--- src/rtl/mac_drain.sv ---
// Result drain for an N-PE MAC array. On done it snapshots every accumulator,
// streams the words out over a valid/ready port and reports their signed argmax.
module mac_drain_lane (
   input  logic        clk,
   input  logic        cap,
   input  logic [31:0] d,
   output logic [31:0] q
);
   // No reset here: a word is only read out after a capture has written it.
   always_ff @(posedge clk) if (cap) q <= d;
endmodule

module mac_drain #(
   parameter int N  = 10,
   parameter int IW = 4
) (
   input  logic            clk,
   input  logic            rst_n,
   input  logic [N*32-1:0] p_all,
   input  logic            done,
   input  logic            out_ready,
   output logic            out_valid,
   output logic [31:0]     out_data,
   output logic [IW-1:0]   out_idx,
   output logic            out_last,
   output logic            busy,
   output logic [IW-1:0]   class_idx,
   output logic            class_valid,
   output logic            overrun
);
   typedef enum logic [1:0] {IDLE, SEND, FINISH} state_t;

   state_t             state;
   logic [IW-1:0]      cnt, nxt_idx, max_idx, best_idx;
   logic [31:0]        max_val, best_val;
   logic [N-1:0][31:0] snap;
   logic               cap, xfer, take;

   assign cap     = (state == IDLE) && done;
   assign xfer    = out_valid && out_ready;
   assign nxt_idx = cnt + 1'b1;

   // Index 0 seeds the running max; later words must be strictly greater,
   // so ties keep the lower index.
   assign take     = (cnt == '0) || ($signed(out_data) > $signed(max_val));
   assign best_val = take ? out_data : max_val;
   assign best_idx = take ? cnt : max_idx;

   for (genvar k = 0; k < N; k++) begin : g_lane
      mac_drain_lane u_lane (
         .clk (clk),
         .cap (cap),
         .d   (p_all[32*k +: 32]),
         .q   (snap[k])
      );
   end

   always_ff @(posedge clk) begin
      if (xfer) begin
         max_val <= best_val;
         max_idx <= best_idx;
      end
   end

   always_ff @(posedge clk or negedge rst_n) begin
      if (!rst_n) begin
         state       <= IDLE;
         cnt         <= '0;
         out_valid   <= 1'b0;
         out_data    <= '0;
         out_idx     <= '0;
         out_last    <= 1'b0;
         busy        <= 1'b0;
         class_idx   <= '0;
         class_valid <= 1'b0;
         overrun     <= 1'b0;
      end else begin
         class_valid <= 1'b0;
         unique case (state)
            IDLE: begin
               if (done) begin
                  // Word 0 comes straight from p_all so it is valid next cycle.
                  state     <= SEND;
                  cnt       <= '0;
                  out_valid <= 1'b1;
                  out_data  <= p_all[31:0];
                  out_idx   <= '0;
                  out_last  <= 1'b0;
                  busy      <= 1'b1;
               end
            end
            SEND: begin
               if (done) overrun <= 1'b1;
               if (xfer) begin
                  if (out_last) begin
                     state       <= FINISH;
                     out_valid   <= 1'b0;
                     out_last    <= 1'b0;
                     busy        <= 1'b0;
                     class_idx   <= best_idx;
                     class_valid <= 1'b1;
                  end else begin
                     cnt      <= nxt_idx;
                     out_data <= snap[nxt_idx];
                     out_idx  <= nxt_idx;
                     out_last <= (nxt_idx == IW'(N-1));
                  end
               end
            end
            FINISH: begin
               if (done) overrun <= 1'b1;
               state <= IDLE;
            end
            default: state <= IDLE;
         endcase
      end
   end
endmodule

--- config.mk ---
export PLATFORM = sky130hd
export DESIGN_NAME = mac_drain
export DESIGN_NICKNAME = d
export VERILOG_FILES = /design/src/rtl/mac_drain.sv
export SDC_FILE = /design/constraint.sdc
export NUM_CORES = 1
export LEC_CHECK = 0
export ABC_CLOCK_PERIOD_IN_PS = 9100
export CAP_MARGIN = 0
export CORE_MARGIN = 8
export CORE_UTILIZATION = 50
export DETAILED_ROUTE_END_ITERATION = 7
export DONT_BUFFER_PORTS = 1
export PLACE_DENSITY = 0.76
export REMOVE_ABC_BUFFERS = 1
export SETUP_SLACK_MARGIN = 0.1
export SYNTH_ARGS = -nofsm -noshare
export SYNTH_HDL_FRONTEND = slang
export SYNTH_SLANG_ARGS = --single-unit
export TNS_END_PERCENT = 50
--- constraint.sdc ---
create_clock -name clk -period 9.1 [get_ports clk]
set_clock_uncertainty 0.1 [all_clocks]
set_input_delay 0.91 -clock clk [delete_from_list [all_inputs] [get_ports clk]]
set_output_delay 0.91 -clock clk [all_outputs]
set_load 0.01 [all_outputs]
==> results.ini, run 1 <==
[status]
status=completed

[cells_and_area]
area_growth_pct=11.1
fillers=2488
drive_gt1_frac=0.149
final_util=0.561
nNetsFinal=1339

[global_routing]
gr-total-overflow=0
grt_pass1_vias=8946
grt_max_degree=165
grt_pass1_wl_mm=55.4
grt.total_usage=0.190
antenna_found_initial=10

[setup_path]
startpoint=cnt[0]
worstPathArrival_ns=4.67
crit_required_ns=9.37
startpoint_type=flop
cp_max_fo=64
critPathCaptureType=flop
rr_worst_depth=10
r2r_end=out_data[3]
rrSetupSlack_ns=4.70
r2r-start=cnt[0]
critPathKind=flop to flop
crit_path_end=out_data[3]

[clock_tree]
clk_latency_ns=0.53
cts_tree=yes
clockBufferDepth=3
path_clk_slew_ns=0.06
cts_made_buffers=42
clock_sink_count=402
cts_max_level=2
cts_root_buffer=clkbuf_16

[yosys]
yosysSeqAreaShare=0.725
synth_enable_flop_cells=356
yosysTopAreaCellShare=0.654
synthFlopType=edfxtp_1
ys_ff_latch=402
yosys_warnings=0
yosysUniqueCellTypes=46
syn_inst=980
yosys.area.top_type=edfxtp_1
ys_top_cells_by_area=edfxtp_1 65%, mux4_2 8.8%, dfrtp_1 7.0%
async_flop_share=0.114
syn_area_per_cell_um2=16.7
syn-cell-area_um2=16300

[power]
power_switching_mw=2.07
clockPowerShare=0.262
switching_share=0.326
power_density_nw_per_um2=349
combPwrFrac=0.280
irDropWorstVdd_mv=0.288
pwr-share-seq=0.457
leakage_nw=6.20
internal_power_mw=4.27

[routing]
wirelength_mm=36.9
drc=0
viasPerCell=5.80
wire_per_inst_um=25.4
initialDrtViolationCount=579
final_antenna_net_count=0
detailroute.via_count=8445
drt_first_pass_iters=5

[min_path]
hold_path_class=input pin to async pin

[timing]
setup_tns_ns=0
finalCriticalPeriod_ns=4.40
holdWs_ns=0.147
setup_viol=0
period_share=0.483
rsz0062_at_grt=false
fmax_ghz=0.228
maxSlewViolCount=0
hold_viol=0
tightest_slew_ns=1.07
slew_headroom=0.290

[die]
start_util=0.505
die_width_um=197
fp.dieH_um=197
core_um2=32400
fp.dieArea_um2=38700
top_level_ports=369
rows=66

[run]
maxCapViolCount=0

[placement]
io_buffers=0
dp.final_hpwl_mm=25.2
finalWeightedCongestion=0.768

==> what timing repair did <==
item                      4_1_cts  5_1_grt
hold endpoints to repair       46        0
resized for setup               0        0
hold buffers                    1        0
buffers inserted                0        0
==> logic make-up after synthesis <==
group	after synthesis	synth area share
xor+xnor	1	0.000536
compound gates	182	0.0677
mux	98	0.110
flops	402	0.725
buf+inv	100	0.0249
fa+ha+maj	37	0.0283
simple gates	160	0.0443
==> sequential cells by signal, indices dropped and copies added, names as in the netlist <==
signal           flops
overrun              1
out_data            32
class_idx            4
cnt                  4
class_valid          1
state                2
busy                 1
max_idx              4
out_last             1
g_lane.u_lane.q    320
max_val             32
==> how the worst min path moves through the flow <==
| stage | cells after the start | slack, ns | to |
|---|---|---|---|
| finish | 1 | 0.15 | out_data[29] |
| global route | 1 | 0.14 | class_idx[2] |
| CTS | 1 | 0.12 | out_data[9] |
| detailed placement | 1 | 0.43 | overrun |
| global placement | 1 | 0.42 | overrun |
| floorplan | 1 | 0.39 | overrun |
==> synthesized netlist by cell type (all sizes together) (3+ instances only) <==
master	number
edfxtp	356
nand2	95
o21ai	75
mux4	64
a21oi	48
dfrtp	46
inv	45
ha	37
o211ai	34
mux2i	32
nor3	32
buf	30
clkbuf	25
nand3	10
nand2b	5
nand4	5
o21a	5
or3	4
nor2	3
o2111ai	3
o22ai	3
==> power groups by stage <==
stage          logic, mW  registers [mW]  clock network (mW)
4_1_cts             1.82            2.91                1.71
5_1_grt             2.01            2.95                1.76
2_1_floorplan       1.39            2.94                   0
3_3_place_gp        1.75            2.92                   0
6_report            1.78            2.90                1.66
3_5_place_dp        1.80            2.95                   0
==> metal layers <==
metal	up-vias	GRT usage	routed length, um	share of wire
met1	4200	0.231	13900	0.38
met3	71	0.0675	3660	0.099
met5	-	0	46	0.0012
met2	337	0.311	18400	0.50
met4	8	0.0671	918	0.025
li1	3829	-	-	-
==> area by class of cell <==
cell class	instances	area, um2	share of cell area
Clock inverter	23	230	0.0127
Timing Repair Buffer	9	100	0.00551
Antenna cell	5	12.5	0.000689
Sequential cell	402	11800	0.652
Inverter	45	176	0.00971
Tap cell	442	553	0.0305
Clock buffer	52	1110	0.0611
Multi-Input combinational cell	478	4130	0.228
==> per-stage QoR <==
step,worst slack (ns),instances,power (mW),instance area (um2)
CTS,4.52,1451,6.44,18100
global placement,4.57,1375,4.67,16800
finish,4.70,1456,6.34,18200
detailed placement,4.53,1375,4.75,16800
floorplan,1.18,925,4.33,16100
global route,4.29,1456,6.73,18200
==> cells in the final DEF, fill, tap and decap left out, types with 34 or more instances in the layout <==
cell and count:
o211ai_1 34, o21ai_0 74, inv_1 44, clkbuf_16 43, edfxtp_1 356, a21oi_1 48, dfrtp_1 45, mux4_2 64
ha_1 35, nand2_1 94
==> worst max-delay path: stages, from the launching register on <==
cell,delay [ns]
dfrtp_4,0.84
buf_4,0.69
ha_1,0.28
nand2b_1,0.11
nand2_4,0.38
buf_4,0.71
mux4_2,0.42
a21oi_1,0.21
o211ai_1,0.10
o21ai_0,0.12
o21ai_0,0.10
Note: power is estimated with default switching activity, not from simulation.
==> run 2, diff against run 1 <==
--- a/config.mk
+++ b/config.mk
@@ -5,7 +5,7 @@
 export SDC_FILE = /design/constraint.sdc
 export NUM_CORES = 1
 export LEC_CHECK = 0
-export ABC_CLOCK_PERIOD_IN_PS = 9100
+export ABC_CLOCK_PERIOD_IN_PS = 4100
 export CAP_MARGIN = 0
 export CORE_MARGIN = 8
 export CORE_UTILIZATION = 50
==> constraint.sdc (replaced) <==
create_clock -name clk -period 4.1 [get_ports clk]
set_clock_uncertainty 0.1 [all_clocks]
set_input_delay 0.41 -clock clk [delete_from_list [all_inputs] [get_ports clk]]
set_output_delay 0.41 -clock clk [all_outputs]
set_load 0.01 [all_outputs]
==> run 2 against run 1 <==
  * The run now fails in clock tree synthesis
  * Synthesized cell count did not move
  * Synthesized area did not move
==> results.ini, run 2 <==
[yosys]
yosys_warnings=0  ; unchanged
yosysUniqueCellTypes=46  ; unchanged
yosysTopAreaCellShare=0.654  ; unchanged
yosysSeqAreaShare=0.725  ; unchanged
synth.most_common_cell=edfxtp_1  ; unchanged
synthFlopType=edfxtp_1  ; unchanged
muxShareOfSynthArea=0.110  ; unchanged
synth_enable_flop_cells=356  ; unchanged
yosys.area.top_type=edfxtp_1  ; unchanged
netlist_top_cells_count=356 x edfxtp_1, 95 x nand2_1, 74 x o21ai_0  ; unchanged
synth_compound_area_frac=0.0677  ; unchanged
syn_area_per_cell_um2=16.7  ; unchanged
synthXorXnorAreaFrac=0.000536  ; unchanged
syn_inst=980  ; unchanged
synth_fa_ha_area_frac=0.0283  ; unchanged
syn-cell-area_um2=16300  ; unchanged
ys_top_cells_by_area=edfxtp_1 65%, mux4_2 8.8%, dfrtp_1 7.0%  ; unchanged
ys_ff_latch=402  ; unchanged
synth_top_family_by_area=multiplexers  ; unchanged
async_flop_share=0.114  ; unchanged
yosys.area_share.simple=0.0443  ; unchanged

[clock_tree]
postCtsSetupRepairBufs=0  ; unchanged
clockBufferDepth=3  ; unchanged
cts-resized-gates=0  ; unchanged
ctsHoldBuffers=293  ; was 1
cts_max_level=2  ; unchanged
cts_made_buffers=42  ; unchanged
clock_sink_count=402  ; unchanged
cts_root_buffer=clkbuf_16  ; unchanged

[status]
lastStage=clock tree synthesis
status=did not finish  ; was completed
first-error=[ERROR RSZ-0060] Max buffer count reached.

[placement]
io_buffers=0  ; unchanged
dpl-instance-area_um2=16900  ; was 16800 um2
dp.final_hpwl_mm=25.9  ; was 25.2 mm
finalWeightedCongestion=0.784  ; was 0.768
place_ws_ns=0.618  ; was 4.53 ns

[die]
die_width_um=197  ; unchanged
top_level_ports=369  ; unchanged
fp.dieH_um=197  ; unchanged
rows=66  ; unchanged
start_util=0.505  ; unchanged

run 2: cell counts after synthesis:
Identical to the previous run, type by type.
run 2: cells by family after synthesis:
logic type	count (synthesis)
muxes	98
xor gates and xnor gates	1
and+or+nand+nor	160
adders and majority gates	37
buffers and inverters	100
AOI/OAI and AO/OA	182
DFF	402
run 2: stage by stage:
step | hold WS (ns) | instances
floorplan | 0.0144 | 925
global placement | 0.0174 | 1385
detailed placement | 0.0174 | 1385
==> run 3, diff against run 2 <==
--- a/config.mk
+++ b/config.mk
@@ -8,12 +8,11 @@
 export ABC_CLOCK_PERIOD_IN_PS = 4100
 export CAP_MARGIN = 0
 export CORE_MARGIN = 8
-export CORE_UTILIZATION = 50
+export CORE_UTILIZATION = 35
 export DETAILED_ROUTE_END_ITERATION = 7
 export DONT_BUFFER_PORTS = 1
-export PLACE_DENSITY = 0.76
+export PLACE_DENSITY_LB_ADDON = 0.15
 export REMOVE_ABC_BUFFERS = 1
-export SETUP_SLACK_MARGIN = 0.1
 export SYNTH_ARGS = -nofsm -noshare
 export SYNTH_HDL_FRONTEND = slang
 export SYNTH_SLANG_ARGS = --single-unit
==> run 3 against run 2 <==
  * The run now ends clean
==> results.ini, run 3 (synthesis gave the netlist of run 1 again) <==
[status]
status=completed  ; was did not finish

[routing]
drc=0
drt_first_pass_iters=5
initialDrtViolationCount=662
wire_per_inst_um=22.9
wirelength_mm=45.0
detailroute.via_count=9698
final_antenna_net_count=0
viasPerCell=4.94

[timing]
rsz0062_at_grt=false
period_share=0.856
tightest_slew_ns=0.984
finalCriticalPeriod_ns=3.51
slew_headroom=0.344
hold_viol=0
maxSlewViolCount=0
setup_tns_ns=0
fmax_ghz=0.285
setup_viol=0

[cells_and_area]
area_growth_pct=34.6
largest_reg_flops=320
top_register=g_lane.u_lane.q
drive_gt1_frac=0.131
top_regs=g_lane.u_lane.q x320, max_val x32, out_data x32
mostFrequentLayoutCells=356 x edfxtp_1, 322 x dlygate4sd3_1, 94 x nand2_1
stdcell_count=1965
nNetsFinal=1678
layout_commonest_cell=edfxtp_1

[global_routing]
antenna_found_initial=6
grt.total_usage=0.167
grt_pass1_vias=10700
grt_pass1_wl_mm=67.8
gr-total-overflow=0
grt_max_degree=110

[setup_path]
slowest_stage=and3_2
rrSetupSlack_ns=0.59
startpoint_type=flop
critPathCaptureType=flop
critPathKind=flop to flop
crit_required_ns=4.26
cp_max_fo=20
worstPathCellList=ha_1 -> nand4_2 -> nor4_1 -> nand2_1 -> or3_1 -> o2111ai_1 -> and3_2 -> buf_12
worstPathArrival_ns=3.67
cp_slowest_stage_delay_ns=0.51

[placement]
io_buffers=0  ; unchanged
finalWeightedCongestion=0.745  ; was 0.784
dp.cells=1554  ; was 1385
dp.final_hpwl_mm=29.1  ; was 25.9 mm

[clock_tree]
clockBufferDepth=3  ; unchanged
cts_max_level=2  ; unchanged
path_clk_slew_ns=0.06
clk_latency_ns=0.57
cts-resized-gates=0  ; unchanged
clock_sink_count=402  ; unchanged
cts_tree=yes
cts_made_buffers=45  ; was 42
cts_root_buffer=clkbuf_16  ; unchanged

[die]
rows=79  ; was 66
top_level_ports=369  ; unchanged
fp.dieArea_um2=53900
start_util=0.352  ; was 0.505
die_width_um=232  ; was 197 um
fp.dieH_um=232  ; was 197 um
core_um2=46400

[power]
irDropWorstVdd_mv=0.513
leakage_nw=7.75
power_density_nw_per_um2=690

[min_path]
hold_path_class=input pin to flop

[run]
maxCapViolCount=0

==> run 3: worst paths after layout <==
kind	startpoint	end	depth (start not counted)
min	p_all[13]	out_data[13]	2
min reg2reg	overrun	overrun	1
max reg2reg	out_data[31]	max_val[17]	8
min in group asynchronous	rst_n	out_data[24]	2
max	out_data[31]	max_val[17]	8
max in group asynchronous	rst_n	out_data[3]	2
==> run 3: what timing repair did <==
| item | in CTS | in global routing |
|---|---|---|
| buffers inserted | 0 | 0 |
| hold buffers | 323 | 0 |
| hold endpoints to repair | 390 | 0 |
==> run 3: area by class of cell <==
cell class                 instances  area [um2]
inverter                          45         176
antenna                            4        10.0
fill                            3912       24400
timing repair buffer             345        3530
tap                              607         759
multi-input combinational        478        4140
clock buffer                      60        1260
sequential                       402       11800
clock inverter                    24         262
==> run 3: through the flow <==
stage          total power [mW]  setup WS [ns]  cell area (um2)  utilization  hold slack, ns
4_1_cts                    15.5          0.588            22000        0.474         0.00584
2_1_floorplan              9.60          -3.74            16100            -          0.0144
5_1_grt                    16.2          0.320            22000        0.474          0.0302
3_5_place_dp               11.0          0.608            17200        0.371          0.0179
6_report                   15.2          0.591            22000        0.474          0.0233
3_3_place_gp               10.9          0.681            17200        0.371          0.0177
==> run 3: power breakdown <==
group | leakage [nW] | internal (mW) | switching, mW | total, mW
clock network | 0.749 | 2.49 | 1.66 | 4.15
logic | 3.06 | 1.95 | 2.75 | 4.70
registers | 3.94 | 5.69 | 0.641 | 6.33
total | 7.75 | 10.1 | 5.05 | 15.2
==> run 3: worst max-delay path: cells and delay by family (launching register included) <==
kind | cells | cell delay (ns)
AND/OR/NAND/NOR | 5 | 1.76
flip-flops | 1 | 0.48
adder cells (fa/ha/maj) | 1 | 0.47
buffers and inverters | 1 | 0.23
AO/OA/AOI/OAI | 1 | 0.16
==> run 3: routing by layer <==
layer | vias up | share of wire | global-route usage
li1 | 4518 | - | -
met1 | 4852 | 0.43 | 0.216
met2 | 274 | 0.49 | 0.274
met3 | 52 | 0.066 | 0.0452
met4 | 2 | 0.019 | 0.0447
met5 | - | 0.00029 | 0
